**src/rtl/s2neuron_pkg.sv**
```systemverilog
// s2neuron_pkg: definitions shared by the s2neuron sequencer and its users.
//   - state_t  : sequencer FSM states
//   - DEF_*    : default lane count, sequence length and word width
//   - aw_calc  : buffer address width for a given sequence length
package s2neuron_pkg;

  localparam int DEF_N    = 8;   // neuron lanes
  localparam int DEF_S    = 8;   // elements per accumulation
  localparam int DEF_WORD = 32;  // data word width

  typedef enum logic [2:0] {
    ST_IDLE,
    ST_CLEAR,
    ST_ACC,
    ST_FIN,
    ST_DONE
  } state_t;

  // Address width wide enough to index S elements, and never zero.
  function automatic int aw_calc(input int s);
    return (s <= 1) ? 1 : $clog2(s);
  endfunction

endpackage

```
**src/rtl/s2neuron_seq.sv**
```systemverilog
// s2neuron_seq: sequencer for an N-lane s2neuron datapath.
// On start it clears the neuron, streams S (H, W-row) pairs from two
// synchronous-read buffers (one pair per clock), tells the neuron it is
// finished, latches the N result words and pulses done.
//
// Ports:
//   clk, reset         clock, synchronous active-high reset
//   start, abort       layer-controller handshake; busy/done status back
//   rd_en, rd_addr     read strobe / element index for the H and W buffers
//   h_rdata, w_rdata   buffer read data, valid the cycle after rd_en
//   nrn_H, nrn_W       operands to the neuron (zero outside accumulation)
//   nrn_reset          clears the neuron accumulators
//   nrn_finished       neuron holds and presents its sums on nrn_Y
//   nrn_Y              neuron results
//   y_out              registered result, valid while done is high
module s2neuron_seq
  import s2neuron_pkg::*;
#(
  parameter int N  = DEF_N,
  parameter int S  = DEF_S,
  parameter int n  = DEF_WORD,
  parameter int AW = aw_calc(S)
) (
  input  logic            clk,
  input  logic            reset,
  input  logic            start,
  input  logic            abort,
  output logic            busy,
  output logic            done,
  output logic            rd_en,
  output logic [AW-1:0]   rd_addr,
  input  logic [n-1:0]    h_rdata,
  input  logic [N*n-1:0]  w_rdata,
  output logic [n-1:0]    nrn_H,
  output logic [N*n-1:0]  nrn_W,
  output logic            nrn_reset,
  output logic            nrn_finished,
  input  logic [N*n-1:0]  nrn_Y,
  output logic [N*n-1:0]  y_out
);

  // Exact-equality exit compare: for power-of-two S this is all-ones,
  // so any magnitude trick based on wrap-around would be wrong.
  localparam logic [AW-1:0] K_LAST = AW'(S - 1);

  state_t          state_reg, state_next;
  logic [AW-1:0]   k_reg, k_next;

  // Outputs are computed from the next state and registered, so every
  // control output is a flop rather than a decode of the state vector.
  logic            busy_reg, busy_next;
  logic            done_reg, done_next;
  logic            rd_en_reg, rd_en_next;
  logic [AW-1:0]   rd_addr_reg, rd_addr_next;
  logic            nrn_reset_reg, nrn_reset_next;
  logic            nrn_finished_reg, nrn_finished_next;
  logic            acc_sel_reg, acc_sel_next;
  logic [N*n-1:0]  y_out_reg;

  // ---------------- state register ----------------
  always_ff @(posedge clk) begin
    if (reset) begin
      state_reg        <= ST_IDLE;
      k_reg            <= '0;
      busy_reg         <= 1'b0;
      done_reg         <= 1'b0;
      rd_en_reg        <= 1'b0;
      rd_addr_reg      <= '0;
      nrn_reset_reg    <= 1'b1;
      nrn_finished_reg <= 1'b0;
      acc_sel_reg      <= 1'b0;
      y_out_reg        <= '0;
    end else begin
      state_reg        <= state_next;
      k_reg            <= k_next;
      busy_reg         <= busy_next;
      done_reg         <= done_next;
      rd_en_reg        <= rd_en_next;
      rd_addr_reg      <= rd_addr_next;
      nrn_reset_reg    <= nrn_reset_next;
      nrn_finished_reg <= nrn_finished_next;
      acc_sel_reg      <= acc_sel_next;
      // The neuron presents its final sums during FIN; an abort there
      // discards the run and leaves the previous result in place.
      if (state_reg == ST_FIN && !abort) begin
        y_out_reg <= nrn_Y;
      end
    end
  end

  // ---------------- next-state logic ----------------
  always_comb begin
    state_next = state_reg;
    k_next     = k_reg;
    case (state_reg)
      ST_IDLE: begin
        // abort is deliberately not looked at here: start wins.
        if (start) begin
          state_next = ST_CLEAR;
          k_next     = '0;
        end
      end
      ST_CLEAR: begin
        state_next = abort ? ST_IDLE : ST_ACC;
        k_next     = '0;
      end
      ST_ACC: begin
        if (abort) begin
          state_next = ST_IDLE;
          k_next     = '0;
        end else if (k_reg == K_LAST) begin
          state_next = ST_FIN;
          k_next     = '0;
        end else begin
          k_next = k_reg + AW'(1);
        end
      end
      ST_FIN: begin
        state_next = abort ? ST_IDLE : ST_DONE;
      end
      ST_DONE: begin
        state_next = ST_IDLE;
      end
      default: begin
        state_next = ST_IDLE;
        k_next     = '0;
      end
    endcase
  end

  // ---------------- output logic (pre-register) ----------------
  always_comb begin
    busy_next         = (state_next != ST_IDLE);
    done_next         = (state_next == ST_DONE);
    nrn_reset_next    = (state_next == ST_IDLE) || (state_next == ST_CLEAR);
    nrn_finished_next = (state_next == ST_FIN) || (state_next == ST_DONE);
    acc_sel_next      = (state_next == ST_ACC);
    rd_en_next        = 1'b0;
    rd_addr_next      = rd_addr_reg;
    case (state_next)
      ST_CLEAR: begin
        // Prime element 0 so it arrives for the first ACC cycle.
        rd_en_next   = 1'b1;
        rd_addr_next = '0;
      end
      ST_ACC: begin
        // Prefetch k+1 while there is one; the last element was already
        // requested, so the address simply holds.
        if (k_next != K_LAST) begin
          rd_en_next   = 1'b1;
          rd_addr_next = k_next + AW'(1);
        end
      end
      default: begin
      end
    endcase
  end

  // Operand gating: only the registered ACC select lets buffer data
  // through, so nothing stray is accumulated in other states.
  assign nrn_H = acc_sel_reg ? h_rdata : '0;
  assign nrn_W = acc_sel_reg ? w_rdata : '0;

  assign busy         = busy_reg;
  assign done         = done_reg;
  assign rd_en        = rd_en_reg;
  assign rd_addr      = rd_addr_reg;
  assign nrn_reset    = nrn_reset_reg;
  assign nrn_finished = nrn_finished_reg;
  assign y_out        = y_out_reg;

endmodule

```
**config.mk**
```make
export PLATFORM = sky130hd
export DESIGN_NAME = s2neuron_seq
export DESIGN_NICKNAME = d
export VERILOG_FILES = /design/src/rtl/s2neuron_pkg.sv /design/src/rtl/s2neuron_seq.sv
export SDC_FILE = /design/constraint.sdc
export NUM_CORES = 1
export LEC_CHECK = 0
export ABC_AREA = 1
export CAP_MARGIN = 15
export CORE_AREA = 2 2 431 433
export DETAILED_ROUTE_END_ITERATION = 10
export DIE_AREA = 0 0 433 435
export GPL_ROUTABILITY_DRIVEN = 0
export SYNTH_ARGS = -nofsm -noshare
export SYNTH_HDL_FRONTEND = slang
export SYNTH_SLANG_ARGS = --single-unit
export TNS_END_PERCENT = 100
```
**constraint.sdc**
```tcl
create_clock -name clk -period 2.02 [get_ports clk]
set_clock_uncertainty 0.15 [all_clocks]
set_input_delay 0.202 -clock clk [delete_from_list [all_inputs] [get_ports clk]]
set_output_delay 0.202 -clock clk [all_outputs]
set_load 0.1 [all_outputs]
```
* Word-level counts from Yosys, hierarchy flattened
Index checks and enable logic that the tools add are counted.
** Storage, ports and cells
- Register bits :: 271
- Input port bits :: 548
- Output and inout port bits :: 552
- Logic and storage cells :: 49
** Operators by class
- Add/subtract/negate cells :: 2
- Equal/unequal tests :: 11
- Muxes and demuxes :: 16
- Reduce and logical (&&, ||, !) cells :: 10
** Operators by type and width (count)
- two-way mux 256 bit :: 1
- two-way mux 32 bit :: 1
- two-way mux 3 bit :: 8
- == test 3 x 2 -> 1 bit (second input constant) :: 4
- one-hot mux 3 bit (4 select lines) :: 1
- == test 3 bit (second input constant) :: 3
- one-hot mux 3 bit (3 select lines) :: 1
- adder 3 x 1 -> 3 bit (second input constant) :: 2
- == test 3 x 1 -> 1 bit (second input constant) :: 2
- zero test 3 bit :: 2
- one-hot mux 3 bit (2 select lines) :: 1
- != test 3 bit (second input constant) :: 1
- nonzero test 3 bit :: 1
- logical OR 1 bit :: 2
- two-way mux 2 bit :: 1
- != test 2 x 1 -> 1 bit (second input constant) :: 1
- one-hot mux 1 bit (2 select lines) :: 1
- AND reduction 2 bit :: 1
- nonzero test 2 bit :: 1
- OR reduction 2 bit :: 1
- logical AND 1 bit :: 1
- zero test 1 bit :: 1
- two-way mux 1 bit :: 1

* Logic depth before layout (Yosys ltp)
- Depth in word-level cells :: 7
- Depth in mapped cells :: 14
- Gate-level depth less buffers :: 14

* Worst setup path before layout
Ideal clock, no wire load.
- Kind :: register to output
- Start point :: register acc_sel_reg
- End point :: output nrn_W[105]
- Data arrival time :: 1.709 ns
- Data required time :: 1.668 ns
- Slack :: -0.041 ns
- Cell stages (with the launch flop) :: 6
- Buffers on the path :: 3
- Cell sequence :: dfxtp_1 clkbuf_1 clkbuf_1 clkbuf_1 nand2_1 inv_1
** On the way
- Word-level cells in the longest chain between the ends :: 1
** RTL lines
- from (decl) :: line s2neuron_seq.sv:57 : logic acc_sel_reg, acc_sel_next;
- from (signal assigned) :: line s2neuron_seq.sv:82 : acc_sel_reg <= acc_sel_next;
- two-way mux 256 bit :: line s2neuron_seq.sv:162 : assign nrn_W = acc_sel_reg ? w_rdata : '0;
- to (decl) :: line s2neuron_seq.sv:35 : output logic [N*n-1:0] nrn_W,
No other way between the ends.

* Worst setup path in the final report
- Start point :: register k_reg[1]
- End point :: register rd_addr_reg[2], in the netlist rd_addr[2]
** On the way
- Word-level cells in the longest chain between the ends :: 7
- Elaborated cells on any way between the ends :: 18
- Classes of those cells :: add/sub (2); eq/ne (5); mux (9); reduce/logical (2)
** RTL lines
- from (decl) :: line s2neuron_seq.sv:47 : logic [AW-1:0] k_reg, k_next;
- from (signal assigned) :: line s2neuron_seq.sv:75 : k_reg <= k_next;
- == test 3 bit (*) :: line s2neuron_seq.sv:111 : end else if (k_reg == K_LAST) begin
- two-way mux 3 bit (*) :: line s2neuron_seq.sv:111
- two-way mux 3 bit (*) :: line s2neuron_seq.sv:108 : if (abort) begin
- one-hot mux 3 bit (3 select lines) (*) :: line s2neuron_seq.sv:95 : case (state_reg)
- net k_next[0] :: line s2neuron_seq.sv:47
- adder 3 x 1 -> 3 bit or != test 3 bit (tied branches) :: line s2neuron_seq.sv:151, s2neuron_seq.sv:149
- two-way mux 3 bit or != test 2 x 1 -> 1 bit (tied branches)
- one-hot mux 3 bit (2 select lines) or AND reduction 2 bit (tied branches)
- to (signal assigned) :: line s2neuron_seq.sv:79 : rd_addr_reg <= rd_addr_next;
- to (decl) :: line s2neuron_seq.sv:54 : logic [AW-1:0] rd_addr_reg, rd_addr_next;
The timed path passes the listed nets; every way through them passes the cells marked *. The select of a mux whose other input is x is not followed.
A chain may end at the register's enable or synchronous reset.

==> impl_results.md <==
* Final setup margin at -0.180 ns
* Synthesis Warnings at 0
* Unrepaired setup endpoints after global routing: yes
* Mean post-synth cell area at 6.47 um^2
* Slew at the pin closest to its max-slew limit at 0.506 ns
* Gate power share at between 20% and 30%
* Clock Path Buffers at 3
* Post-Syn Instances at around 1.8k
* Critical Path RT at about 2.4 ns
* Share of layout cells above drive strength 1 at 34.1%
* Clock Pin Slew Worst Setup and Hold Paths at 0.06 ns
* Syn_nets at 2355
* WP data arrival at around 2.6 ns
* Root buf cell: clkbuf_16
* DPL Wire Length at 129 mm
* Row count at 158
* Slew Viols, Final at 0
* Area share of and/or/nand/nor cells after synthesis at 27.5%
* Hold Startpoint: nrn_Y[39]
* Power Dens Cells at approximately 500 nW/um^2
* Fmax at 454 MHz
* Commonest non-fill, non-tap cells in the layout: clkdlybuf4s50_1, nor2_1, buf_12
* Reg-to-reg critical path startpoint: k_reg[1]$_SDFF_PP0_
* Synth cell types at 19
* Vias at around 17k
* #FFs+latches synth at 271
* Fin crit period at ~2.2 ns
* Final WL at between 100 and 150 mm
* Area Growth Syn to Fin at 174%
* Reg power frac at approximately 34%
* Sequential share of the synthesized area at 46.5%
* Internal at about 11000 uW
* Grt ovf at 0
* Largest family of logic cells by synthesized area: simple AND/OR/NAND/NOR gates
* Pre-CTS WS at -0.303 ns
* Vias in the first global route at between 15k and 20k
* CP Class: flop to flop
* Layout Cells excl Fill at 5480
* Crit share post-route at 109%
* Commonest non-fill, non-tap cell in the layout: clkdlybuf4s50_1
* Tot GR Track Use at between 10 and 15%
* Inserted Clock Buffers at 37
* Hold WC Path Type: primary input to flop
* Post-Synth XOR/XNOR Area at 0%
* Reg-to-reg critical path endpoint: rd_addr[2]$_SDFFE_PP0P_
* Nets at 3491
* Setup Viol. Count Final at 276
* Failing checks: negative setup slack
* PortBufs at 1099
* Initial DRC Count at 807
* Chip Height at around 440 um
* Synthesized cell area at 11700 um^2
* Critical path launch point type: flop
* Largest net degree at the start of global routing at 103
* Core Region at 184000 um^2
* Status: finished, violations left
* Synth Area in Compound Gates at between 10% and 20%
* # H-tree levels at 2
* FF-to-FF path depth at 14
* Starting Density at 6.33%
* First-pass GRT wire length at 180 mm
* Max_slew headroom at approximately two thirds
* Clk Latency, worst-skew pair at 0.58 ns
* Iteration count of the initial detailed-routing pass at 5
* TritonCTS clock tree: yes
* Power share of the clock group at 45.8%
* Crit. End Element: flop
* Reg-to-reg slack, setup at -0.18 ns
* NetSw at 4710 uW
* Leakage at 0.0140 uW
* DRC viols at 0
* I/O pin count at 1100
* Post-layout util at 17.4%
* DIE AREA at approximately 190000 um^2
* Post-Synth Adder-Cell Area at 0.429%
* Placed Cells at 5332
* Final Hold Viols at 0
* Switching Share at 29.6%
* Average wire per cell in the routed design at ~27 um
* Min-Delay Path Depth at 3
* Filler cells at ~21k
* Via/cell ratio at 3.07
* Post-route ant nets at 0
* Die W at roughly 430 um
* Max FFs per register at approximately 260
* Min-Delay Endpoint: y_out[39]$_SDFFE_PP0P_
* CP max FO at 6
* MaxCap Viol Count at 0
* Mux share of post-synthesis cell area at 0%
* Setup TNS at -25.61 ns
* Antenna violations before repair at 188
* Peak supply drop at 0.000517 V
* CTS sink cnt at 271
worst max-delay path by stage:
stage / from / end / slack (ns) / depth (start not counted)
after detailed placement: start / rd_addr[1]$_SDFFE_PP0P_ / -0.30 / 12
after global routing: k_reg[1]$_SDFF_PP0_ / rd_addr[2]$_SDFFE_PP0P_ / -0.37 / 14
final: k_reg[1]$_SDFF_PP0_ / rd_addr[2]$_SDFFE_PP0P_ / -0.18 / 14
after floorplan: acc_sel_reg$_SDFF_PP0_ / nrn_W[235] / 0.005 / 5
after global placement: start / rd_addr[1]$_SDFFE_PP0P_ / -0.34 / 12
after CTS: acc_sel_reg$_SDFF_PP0_ / nrn_W[118] / -0.22 / 5
power by group through the flow:
stage	logic [uW]	registers, uW	clock network, uW
global placement	3040	5530	0
finish	3210	5420	7290
floorplan	881	5820	0
global route	3340	5420	7730
CTS	3140	5420	7610
detailed placement	3040	5530	0
cell families (layout without fill, tap and decap cells):
family          count (synthesis)  in the layout
buf+inv                       418           1580
simple gates                  846            846
flops                         271            271
compound gates                264            264
other cells                     0             35
fa+ha+maj                       4              4
timing repair:
item,4_1_cts,5_1_grt
pin swaps,0,8
hold buffers,20,0
gates cloned,4,10
buffers inserted,7,8
endpoints found under the hold margin,20,0
resized for setup,68,273
endpoints found under the setup margin,279,436
through the flow:
stage	total power [uW]	instance area, um^2	hold slack (ns)
after global routing	16500	31900	0.0259
final	15900	32000	0.0485
after CTS	16200	31000	0.000189
after detailed placement	8580	29200	0.336
after global placement	8570	29200	0.333
after floorplan	6700	12000	0.187
synthesized netlist by cell type:
library cell  count  share of area [%]
a21oi_1           5               0.21
buf_1             2              0.064
buf_2            67                2.9
clkbuf_1         48                1.5
clkinv_1          1              0.032
dfxtp_1         271                 47
ha_1              4               0.43
inv_1           299                9.6
inv_2             1              0.032
nand2_1         309                9.9
nand3_1           5               0.21
nand4_1           3               0.16
nor2_1          524                 17
nor3_1            3               0.13
nor3_4            1               0.14
nor4_1            1              0.054
o21ai_0         230                9.9
o21ai_1          28                1.2
o22ai_1           1              0.054
cell type report:
| cell class | count | area, um^2 | share of cell area [%] |
|---|---|---|---|
| sequential | 271 | 5440 | 17.0 |
| inverter | 301 | 1530 | 4.78 |
| timing repair buffer | 1214 | 15400 | 48.2 |
| clock buffer | 46 | 1020 | 3.19 |
| tap | 2480 | 3100 | 9.71 |
| antenna | 35 | 87.6 | 0.274 |
| clock inverter | 19 | 303 | 0.947 |
| multi-input combinational | 1114 | 5080 | 15.9 |
critical path: stages, from the launching register on:
cell and delay [ns]:
dfxtp_2 0.35, ha_4 0.14, ha_4 0.14, nor3_4 0.04, nand2_1 0.06, o21ai_1 0.05
nor2_1 0.17, inv_1 0.10, ha_2 0.19, ha_2 0.16, inv_2 0.04, nand4_1 0.22
nand2_1 0.16, nand3_1 0.09, nand2_1 0.07
layer usage:
metal | GRT usage [%] | vias up | part of all wire [%]
li1 | - | 7663 | -
met1 | 13.3 | 7793 | 30
met3 | 5.80 | 404 | 9.4
met5 | 0 | - | 0.15
met4 | 5.80 | 36 | 4.8
met2 | 29.4 | 941 | 55
Note: power is estimated with default switching activity, not from simulation.
==> edit 1: new RTL, same settings <==
Encoding of `state_t`: now one-hot (5 bits for 5 states).
--- a/src/rtl/s2neuron_pkg.sv
+++ b/src/rtl/s2neuron_pkg.sv
@@ -10,8 +10,8 @@
 
-  typedef enum logic [2:0] {
-    ST_IDLE,
-    ST_CLEAR,
-    ST_ACC,
-    ST_FIN,
-    ST_DONE
+  typedef enum logic [4:0] {
+    ST_IDLE  = 5'b00001,
+    ST_CLEAR = 5'b00010,
+    ST_ACC   = 5'b00100,
+    ST_FIN   = 5'b01000,
+    ST_DONE  = 5'b10000
   } state_t;
Formal check against the unedited RTL: no difference found for any inputs over 4 cycles, from zero or initial values and one cycle with reset high; so few cycles prove little.
==> edit 1 against the unedited design <==
The flow still finishes with violations (setup timing); clock power decreased by 5.2%; synthesized cell count increased by 1.2%; area after synthesis increased by 2.9%; worst setup slack improved by 0.038 ns; routed wire length increased by 20%; final area decreased by 1.4%; sequential cell count increased by 2; total power decreased by 10%; first-iteration DRC count increased by 34%; die area unchanged; combinational power decreased by 37%; final cell count about the same; critical endpoint is now nrn_W[92].
==> edit 1: results (changes against the unedited design) <==
status complete, but fails checks (unchanged); failing checks setup timing (unchanged); Net count, final 3488 (was 3491); Seq pwr share 0.378 (was 0.340); dpl hpwl 160000 um (was 129000 um); Synth cell types 23 (was 19); initial DRC count 1084 (was 807); routed wire length 179000 um (was 148000 um); Final WS setup -0.143 ns (was -0.180 ns); Setup Buffers After CTS 13 (was 7); Synth-to-Final Area Change 163% (was 174%); Vias/cell 3.23 (was 3.07); Worst Path Required 1.67 ns (was 2.39 ns); first-pass GRT wire length 211000 um (was 180000 um); CP startpoint acc_sel_reg (was k_reg[1]); register area 5480 um2 (was 5440 um2); hold buffer count at cts 7 (was 20); Worst-Margin Slew 0.450 ns (was 0.506 ns); FF+latch count 273 (was 271); Crit Path Max Fanout 12 (was 6); pin count of the biggest net entering global routing 56 (was 103); Non-CTS buffers 1190 (was 1214); end point of the critical path nrn_W[92] (was rd_addr[2]); Ant. Diodes 43 (was 35); final setup fails 253 (was 276); Slowest-stage cell, CP dfxtp_4 (was dfxtp_2)
==> edit 1: layer usage <==
layer / part of all wire / GRT usage / routed length (um) / vias to the layer above
met5: 0.00069 / 0 / 124 / -
met4: 0.051 / 0.0679 / 9160 / 18
met3: 0.11 / 0.0864 / 20200 / 558
met2: 0.59 / 0.385 / 105000 / 1270
met1: 0.25 / 0.132 / 44200 / 8179
li1: - / - / - / 7689
==> edit 1: worst min-delay path by stage <==
stage	slack [ns]	cells after the start	from	to
after global placement	0.33	2	y_out[247]	y_out[247]
after CTS	0.002	3	nrn_Y[10]	y_out[10]
final	0.05	3	nrn_Y[10]	y_out[10]
after floorplan	0.12	1	reset	acc_sel_reg
after global routing	0.04	3	nrn_Y[102]	y_out[102]
after detailed placement	0.34	2	rd_addr[0]	rd_addr[0]
==> edit 1: cells by family after synthesis <==
group                    Yosys count  synth area share
AND/OR/NAND/NOR                  860             0.274
buffers and inverters            421             0.154
flip-flops                       273             0.456
AO/OA/AOI/OAI                    267             0.112
adder cells (fa/ha/maj)            4           0.00417
==> edit 2: new RTL, config.mk and constraints unchanged <==
Without the edit above. Set the package constant `DEF_N` to 4 (it was 8).
--- a/src/rtl/s2neuron_pkg.sv
+++ b/src/rtl/s2neuron_pkg.sv
@@ -6,3 +6,3 @@
 
-  localparam int DEF_N    = 8;   // neuron lanes
+  localparam int DEF_N    = 4;   // neuron lanes
   localparam int DEF_S    = 8;   // elements per accumulation
Interface: changed (resized nrn_W, nrn_Y, w_rdata and y_out); port bits go from 1100 to 588. No check against the original RTL was run, so the function may have changed too.
==> edit 2 against the unedited design <==
The flow still finishes with violations (setup timing); routed wire length down 55%; area after synthesis shrank 46%; total power fell by 50%; global-route usage down 8.2 points; synthesized cell count decreased by 46%; non-clock buffer count fell by 551; sequential cell count shrank 128; worst hold slack better by 0.11 ns; worst setup slack better by 0.12 ns; final area decreased by 42%; largest power group unchanged; highest routed layer unchanged.
==> edit 2: results (changes against the unedited design) <==
pin count of the biggest net entering global routing 46 (was 103); first-pass GRT wire length 82500 um (was 180000 um); dpl hpwl 56800 um (was 129000 um); routed wire length 66500 um (was 148000 um); status complete, but fails checks (unchanged); # port buffers 587 (was 1099); Final WS setup -0.0608 ns (was -0.180 ns); Worst EP arrival 2.35 ns (was 2.57 ns); via count 8832 (was 16837); number of global-route vias before repair 8449 (was 16271); Reg clk slew, reported paths 0.09 ns (was 0.06 ns); top post-synthesis cells by area dfxtp_1 (46%), nor2_1 (16%), nand2_1 (11%), inv_1 (10%), o21ai_0 (10%) (was dfxtp_1 (47%), nor2_1 (17%), nand2_1 (9.9%), o21ai_0 (9.9%), inv_1 (9.6%)); Post-Place Cells 4038 (was 5332); Clk Latency, worst-skew pair 0.47 ns (was 0.58 ns); Worst VDD drop 0.509 mV (was 0.517 mV); Syn Area/Cell 6.42 um2 (was 6.47 um2); Min Hold Slack 0.155 ns (was 0.0485 ns); Synth Area in Adders 0.00796 (was 0.00429); CTS resizes 57 (was 68); Post-Synthesis Net Count 1275 (was 2355); Async S/R FF share, synth 0 (unchanged); Place WS -0.305 ns (was -0.303 ns); hold path startpoint nrn_Y[92] (was nrn_Y[39]); sequential fraction of the synthesis area 0.456 (was 0.465); max reg flops 128 (was 256); Num CTS Buffers 17 (was 37); non-filler cells, final 4096 (was 5480); Placed Area 16900 um2 (was 29200 um2); Net count, final 1896 (was 3491); Crit path max-delay family adder cells (was simple AND/OR/NAND/NOR gates); failing checks setup timing (unchanged); Synth cell types 20 (was 19); worst r2r src k_reg[0] (was k_reg[1]); Worst Reg-to-Reg Cells 15 (was 14); layout cells sized above 1 0.387 (was 0.341); GRT Overall Usage 0.0670 (was 0.149); Leak 7.84 nW (was 14.0 nW); GR Util met3 0.0155 (was 0.0580); final setup fails 18 (was 276); Synth top cells by count nor2_1 (268), nand2_1 (179), inv_1 (171) (was nor2_1 (524), nand2_1 (309), inv_1 (299)); setup TNS -0.506 ns (was -25.61 ns); Setup Buffers After CTS 9 (was 7); Synth Area in XOR/XNOR 0 (unchanged); end of the worst hold path y_out[92] (was y_out[39]); clk buf depth 2 (was 3); Worst-Margin Slew 0.378 ns (was 0.506 ns); initial DRC count 541 (was 807); met1 Track Usage GR 0.0706 (was 0.133); H-tree Lvls 4 (was 2)
edit 2: how the worst max path moves through the flow:
| stage | endpoint | startpoint |
|---|---|---|
| after floorplan | nrn_W[100] | acc_sel_reg |
| after global placement | rd_addr[1] | start |
| after detailed placement | rd_addr[1] | start |
| after CTS | rd_addr[1] | k_reg[1] |
| after global routing | rd_addr[2] | k_reg[1] |
| final | rd_addr[2] | k_reg[0] |
edit 2: cell type report:
type	instances	area (um2)	share of cell area
diodes	3	7.51	0.000407
repair buffers	663	8260	0.448
well taps	2480	3100	0.168
inverters	173	718	0.0389
clock buffers	17	425	0.0230
flip-flops and latches	143	2870	0.156
multi-input cells	602	2910	0.158
clock inverters	15	164	0.00888
edit 2: where the power goes:
group / switching, mW / internal [mW] / leakage, nW
Combinational: 0.966 / 0.829 / 6.40
Sequential: 0.0176 / 2.84 / 1.16
Clock: 1.61 / 1.76 / 0.286
edit 2: routing by layer:
layer,share of wire,wire [um]
met4,0.031,2090
met5,0.0013,89
met1,0.36,24000
met2,0.55,36300
met3,0.060,3960
